`src/rtl/mem_arbiter.sv`:
```
// Two-port (instruction/data) arbiter onto a single memory port, one request in flight.
// Data has priority; a saturating starvation counter eventually forces an inst grant.
//
// state | meaning
// IDLE  | no request in flight; grant one requester combinationally
// ISSUE | mem_req_valid high with latched fields until mem_req_ready
// WAIT  | request accepted by memory; waiting for mem_rsp_valid
module mem_arbiter #(
  parameter int ADDR_W     = 32,
  parameter int DATA_W     = 32,
  parameter int STARVE_MAX = 4
) (
  input  logic                clk,
  input  logic                reset,
  input  logic                inst_req_valid,
  input  logic [ADDR_W-1:0]   inst_req_addr,
  output logic                inst_req_ready,
  output logic                inst_rsp_valid,
  output logic [DATA_W-1:0]   inst_rsp_data,
  input  logic                data_req_valid,
  input  logic [ADDR_W-1:0]   data_req_addr,
  input  logic [DATA_W-1:0]   data_req_wdata,
  input  logic [DATA_W/8-1:0] data_req_wstrb,
  output logic                data_req_ready,
  output logic                data_rsp_valid,
  output logic [DATA_W-1:0]   data_rsp_data,
  output logic                mem_req_valid,
  output logic [ADDR_W-1:0]   mem_req_addr,
  output logic [DATA_W-1:0]   mem_req_wdata,
  output logic [DATA_W/8-1:0] mem_req_wstrb,
  input  logic                mem_req_ready,
  input  logic                mem_rsp_valid,
  input  logic [DATA_W-1:0]   mem_rsp_data
);

  localparam int SW = DATA_W / 8;
  localparam int CW = ($clog2(STARVE_MAX + 1) < 1) ? 1 : $clog2(STARVE_MAX + 1);
  localparam logic [CW-1:0] STARVE_TOP = CW'(STARVE_MAX);

  typedef enum logic [1:0] {IDLE, ISSUE, WAIT} state_t;

  state_t          state;
  logic [CW-1:0]   starve_cnt;
  logic [ADDR_W-1:0] addr_q;
  logic [DATA_W-1:0] wdata_q;
  logic [SW-1:0]   wstrb_q;
  logic            owner_data;
  logic            inst_first;
  logic            grant_inst;
  logic            grant_data;
  logic            issue;

  // Grants are gated by reset so the ready outputs stay low while reset is held.
  always_comb begin
    inst_first = inst_req_valid && (starve_cnt == STARVE_TOP);
    grant_data = reset && (state == IDLE) && data_req_valid && !inst_first;
    grant_inst = reset && (state == IDLE) && inst_req_valid && !grant_data;
  end

  assign inst_req_ready = grant_inst;
  assign data_req_ready = grant_data;
  assign issue          = (state == ISSUE);
  assign mem_req_valid  = issue;
  assign mem_req_addr   = issue ? addr_q  : '0;
  assign mem_req_wdata  = issue ? wdata_q : '0;
  assign mem_req_wstrb  = issue ? wstrb_q : '0;

  always_ff @(posedge clk or negedge reset) begin
    if (!reset) begin
      state          <= IDLE;
      starve_cnt     <= '0;
      addr_q         <= '0;
      wdata_q        <= '0;
      wstrb_q        <= '0;
      owner_data     <= 1'b0;
      inst_rsp_valid <= 1'b0;
      inst_rsp_data  <= '0;
      data_rsp_valid <= 1'b0;
      data_rsp_data  <= '0;
    end else begin
      inst_rsp_valid <= 1'b0;
      inst_rsp_data  <= '0;
      data_rsp_valid <= 1'b0;
      data_rsp_data  <= '0;
      case (state)
        IDLE: begin
          if (grant_data) begin
            addr_q     <= data_req_addr;
            wdata_q    <= data_req_wdata;
            wstrb_q    <= data_req_wstrb;
            owner_data <= 1'b1;
            state      <= ISSUE;
            if (inst_req_valid && (starve_cnt != STARVE_TOP))
              starve_cnt <= starve_cnt + 1'b1;
          end else if (grant_inst) begin
            addr_q     <= inst_req_addr;
            wdata_q    <= '0;
            wstrb_q    <= '0;
            owner_data <= 1'b0;
            starve_cnt <= '0;
            state      <= ISSUE;
          end
        end
        ISSUE: begin
          if (mem_req_ready) state <= WAIT;
        end
        WAIT: begin
          if (mem_rsp_valid) begin
            state <= IDLE;
            if (owner_data) begin
              data_rsp_valid <= 1'b1;
              data_rsp_data  <= (wstrb_q == '0) ? mem_rsp_data : '0;
            end else begin
              inst_rsp_valid <= 1'b1;
              inst_rsp_data  <= mem_rsp_data;
            end
          end
        end
        default: state <= IDLE;
      endcase
    end
  end

endmodule

```
`config.mk`:
```
export PLATFORM = sky130hd
export DESIGN_NAME = mem_arbiter
export DESIGN_NICKNAME = d
export VERILOG_FILES = /design/src/rtl/mem_arbiter.sv
export SDC_FILE = /design/constraint.sdc
export NUM_CORES = 1
export LEC_CHECK = 0
export ABC_AREA = 1
export CAP_MARGIN = 30
export CORE_MARGIN = 2
export CORE_UTILIZATION = 41
export DETAILED_ROUTE_END_ITERATION = 16
export PLACE_DENSITY = 0.79
export SETUP_SLACK_MARGIN = 0.4
export SLEW_MARGIN = 5
export SYNTH_ARGS = -nofsm -noshare
export SYNTH_HDL_FRONTEND = slang
export SYNTH_SLANG_ARGS = --single-unit
```
`constraint.sdc`:
```
create_clock -name clk -period 1.9 [get_ports clk]
set_input_delay 0.285 -clock clk [delete_from_list [all_inputs] [get_ports clk]]
set_output_delay 0.285 -clock clk [all_outputs]
set_load 0.01 [all_outputs]
```
== After elaboration in Yosys (flattened, before gate mapping) ==
Index checks and enable logic that the tools add are counted.
Storage, ports and cells
  register bits: 140
  input bits: 138
  output and inout port bits: 137
  logic and storage cells: 66
Cells by class
  add/subtract/negate cells: 1
  equal/unequal tests: 8
  muxes and demuxes: 32
  reductions and logical operators: 15
Operator list (number)
  $mux W32: 13
  $mux W4: 3
  $mux W3: 3
  $mux W1: 8
  $mux W2: 4
  $logic_and A1 B1 Y1: 7
  $ne A3 B3 Y1 const B: 2
  $pmux W2 S3: 1
  $reduce_and A3 Y1: 2
  $logic_not A4 Y1: 1
  $ne A2 B2 Y1 const B: 2
  $add A3 B1 Y3 const B: 1
  $eq A3 B3 Y1 const B: 1
  $eq A2 B1 Y1 const B: 1
  $eq A2 B2 Y1 const B: 1
  $logic_not A1 Y1: 2
  $logic_not A2 Y1: 1
  $ne A2 B1 Y1 const B: 1
  $reduce_and A2 Y1: 1
  $reduce_bool A2 Y1: 1

== Longest topological paths before layout ==
Gate-level depths: netlist (run 1).
  word-level depth: 9
  depth in mapped cells: 9
  depth with buffers taken out: 8

== Worst setup path before layout (run 1) ==
Ideal clock, no wire load.
  kind: reg-to-output
  start point: register state[0]
  end point: output port mem_req_wdata[24]
  data arrival time: 1.283 ns
  data required time: 1.615 ns
  setup slack: 0.332 ns
  cell stages (with the launch flop): 7
  buffers on the path: 2
  cell sequence: dfrtp_1 > inv_1 > nor2_1 > inv_2 > buf_2 > buf_2 > nor2_1
Between the ends
  longest elaborated chain between the ends: 2
Ends and longest elaborated chain
  start: declaration: line 42  | state_t state;
  start signal: assignment: line 70  | state <= IDLE;
  start signal: assignment: line 92  | state <= ISSUE;
  start signal: assignment: line 101  | state <= ISSUE;
  $eq A2 B1 Y1: line 62  | assign issue = (state == ISSUE);
  via mem_req_valid: line 27  | output logic mem_req_valid,
  $mux W32: line 65  | assign mem_req_wdata = issue ? wdata_q : '0;
  end: declaration: line 29  | output logic [DATA_W-1:0] mem_req_wdata,
The timed path passes the listed nets, and every way through them passes these cells.

== Worst setup path after layout (run 1) ==
  start point: register state[1]
  end point: output port mem_req_wdata[27]
Between the ends
  longest elaborated chain between the ends: 2
Ends and longest elaborated chain (line)
  $eq A2 B1 Y1: 62
  $mux W32: 65
No other way between the ends.

==> impl_metrics.yaml, run 1 <==
setup_path:
  critical_path_arrival_ns: 1.58
  path_cells: "nor2_4, inv_6, buf_6, buf_16, nor2_1, buf_2"
  critPathKind: "reg2out"
  start_kind: "flip-flop"
  max_stage_delay_ns: 0.41
  crit_buf_inv: 4
  slowest_stage: "dfrtp_1"
  setup.worst_path.end_class: "output port"
  cp_top_family: "buffers and inverters"
  cp_max_fo: 7
  crit_required_ns: 1.62
floorplanning:
  die_w_microns: 123.3
  coreArea_sq_mm: 0.01388
  die_y_microns: 123.3
  start_util_pct: 42.00
  ioPinCount: 275
  rows: 43
  die_area_sq_mm: 0.01519
logic_synthesis:
  synth.distinct_cells: 22
  ys_seq_elements: 140
  synth_area_sq_mm: 0.005831
  synth_ff_type: "dfrtp_1"
  yosysTopAreaCell: "dfrtp_1"
  yosysSeqAreaShare_pct: 60.09
  synth-edff-count: 0
  synthTopCellsByArea: "dfrtp_1 (60%), nor2_1 (13%), inv_1 (9.1%)"
  synth_most_common_cell: "nor2_1"
  avgSynthCellArea_sq_um: 8.259
  async_flop_share_pct: 100.0
  yosysWarnings: 0
  synthTopCellsByCount: "nor2_1 (197), inv_1 (141), dfrtp_1 (140)"
  syn_inst: 706
  synth_nets: 846
  yosysTopAreaCellShare_pct: 60.09
global_routing:
  gr-total-overflow: 0
  grt_usage_pct: 23.84
  antenna_found_initial: 0
  grt_pass1_wl_mm: 27.39
  grt_start_max_net_pins: 128
  grt_pass1_vias: 5396
timing:
  fin_crit_ns: 1.869
  hold_viol: 5
  relSlewSlack_pct: 54.85
  worst_hold_slack_ns: -0.02016
  period_share_pct: 98.36
  fmax_ghz: 0.5351
  setup_violations: 0
  clock_skew_ns: 0.01250
  rsz0062_at_grt: "yes"
  max_slew.worst_pin.slew_ns: 0.6773
  tns_ns: 0
  slew_violations: 0
place:
  routabilityCongestion: 0.7984
  dp_hpwl_mm: 11.17
  place_inst: 1144
  numPortBuffers: 274
detailed_routing:
  viasPerCell: 4.633
  vias: 5620
  drt-pass1-iter-count: 7
  drc: 0
  ant_nets: 0
  first_iter_violations: 279
  wl_mm: 19.30
  wire_per_inst_microns: 15.91
clock_network:
  cts_max_level: 4
  clockBufferDepth: 2
  cts_tree: "yes"
  clk_latency_ns: 0.42
  cts_buffers: 17
  cts-root-buf: "clkbuf_16"
  path_clk_slew_ns: 0.06
  cts.sinks: 140
pwr:
  powerDensity_mw_per_mm2: 1315
  vdd_ir_drop_max_uv: 684.8
  power_leakage_uw: 0.006526
  finalPower_uw: 14220
hold_path:
  hp-class: "in2async"
finish:
  layout-drive-gt1-share_pct: 33.40
  areaGrowthSynthToFinish_pct: 85.45
  final_cell_count_no_fill: 1213
  antenna_cells: 0
  finish.net_count: 1161
  finish.utilization_pct: 77.90
  fillers: 946
flow_run:
  maxCapViolCount: 0
run_status:
  failed_checks: "negative hold slack"
  outcome: "finished with violations"
-- flip-flops by register name, summed over array words and instances (netlist names) --
register,cells
data_rsp_data,32
wdata_q,32
wstrb_q,4
owner_data,1
addr_q,32
state,2
inst_rsp_data,32
data_rsp_valid,1
starve_cnt,3
inst_rsp_valid,1
-- cell usage in the layout (no fill, tap or decap), types with 6 or more instances in the layout --
| cell type | count |
|---|---|
| buf_12 | 11 |
| buf_16 | 11 |
| buf_2 | 54 |
| buf_4 | 16 |
| buf_6 | 27 |
| clkbuf_16 | 22 |
| clkdlybuf4s50_1 | 136 |
| dfrtp_1 | 140 |
| dlygate4sd2_1 | 26 |
| dlymetal6s2s_1 | 40 |
| inv_1 | 135 |
| inv_2 | 6 |
| nand2_1 | 19 |
| nand2_2 | 39 |
| nand2_4 | 48 |
| nand3_1 | 33 |
| nor2_1 | 140 |
| nor2_2 | 43 |
| nor2_4 | 16 |
| o21ai_1 | 9 |
| o21ai_2 | 28 |
-- final cells by class --
class	count	area, sq um	share of cell area (%)
Inverter	142	538.0	4.976
Clock buffer	17	425.4	3.934
Sequential cell	140	3503	32.40
Clock inverter	14	207.7	1.921
Timing Repair Buffer	328	3457	31.97
Tap cell	180	225.2	2.083
Multi-Input combinational cell	392	2456	22.71
-- kinds of logic (layout without fill, tap and decap cells) --
family / count (synthesis) / after routing / synth area share [%]
XOR/XNOR: 1 / 1 / 0.1502
AND/OR/NAND/NOR: 348 / 348 / 24.16
AO/OA/AOI/OAI: 41 / 41 / 3.562
flip-flops: 140 / 140 / 60.09
buffers and inverters: 174 / 501 / 11.61
adder cells (fa/ha/maj): 2 / 2 / 0.4291
-- power breakdown --
part	leakage, uW	total (uW)	internal (uW)	switching (uW)
clock	0.000308	3560	2220	1340
sequential	0.00183	4090	3830	264
combinational	0.00439	6560	2990	3570
-- repair_timing --
| item | 4_1_cts | 5_1_grt |
|---|---|---|
| buffers inserted | 16 | 6 |
| gates resized for setup | 377 | 299 |
| endpoints found under the setup margin | 186 | 185 |
| endpoints found under the hold margin | 13 | 0 |
| pin swaps | 8 | 40 |
| cloned | 10 | 5 |
| hold buffers | 1 | 0 |
-- path summary, 6_finish.rpt --
check                                             from                          end  slack, ns  cells past startpoint
worst max register to register    state[1]$_DFFE_PN0P_       addr_q[19]$_DFFE_PN0P_       0.13                     11
max in group asynchronous                        reset       addr_q[18]$_DFFE_PN0P_       1.30                      3
worst min-delay path                             reset       owner_data$_DFFE_PN0P_      -0.02                      2
worst min register to register  owner_data$_DFFE_PN0P_     inst_rsp_valid$_DFF_PN0_       0.47                      1
worst max-delay path              state[1]$_DFFE_PN0P_            mem_req_wdata[27]       0.03                      6
min in group clk                      mem_rsp_data[14]  data_rsp_data[14]$_DFF_PN0_       0.40                      3
-- metal layers --
layer / global-route usage, % / vias up / routed length [microns]
met1: 28.05 / 2661 / 7258
met5: 0 / - / 0
met3: 7.565 / 51 / 1400
met2: 39.32 / 209 / 9979
met4: 11.86 / 0 / 663
li1: - / 2699 / -
-- through the flow --
stage / area [sq um] / hold WS [ns] / worst slack [ns]
global placement: 8841 / 0.2867 / -0.1065
detailed placement: 8841 / 0.2886 / -0.1157
floorplan: 5833 / -0.01059 / 0.4009
CTS: 9747 / 0.04041 / 0.05751
global route: 10810 / 0.05685 / -0.03786
finish: 10810 / -0.02016 / 0.03108
Power figures use the tool's default switching activity.
==> run 2: changes to the inputs <==
Settings changed: CAP_MARGIN 30 to 15.
==> results of run 2 <==
No change in the layout: final DEF, timing and power equal those of run 1.
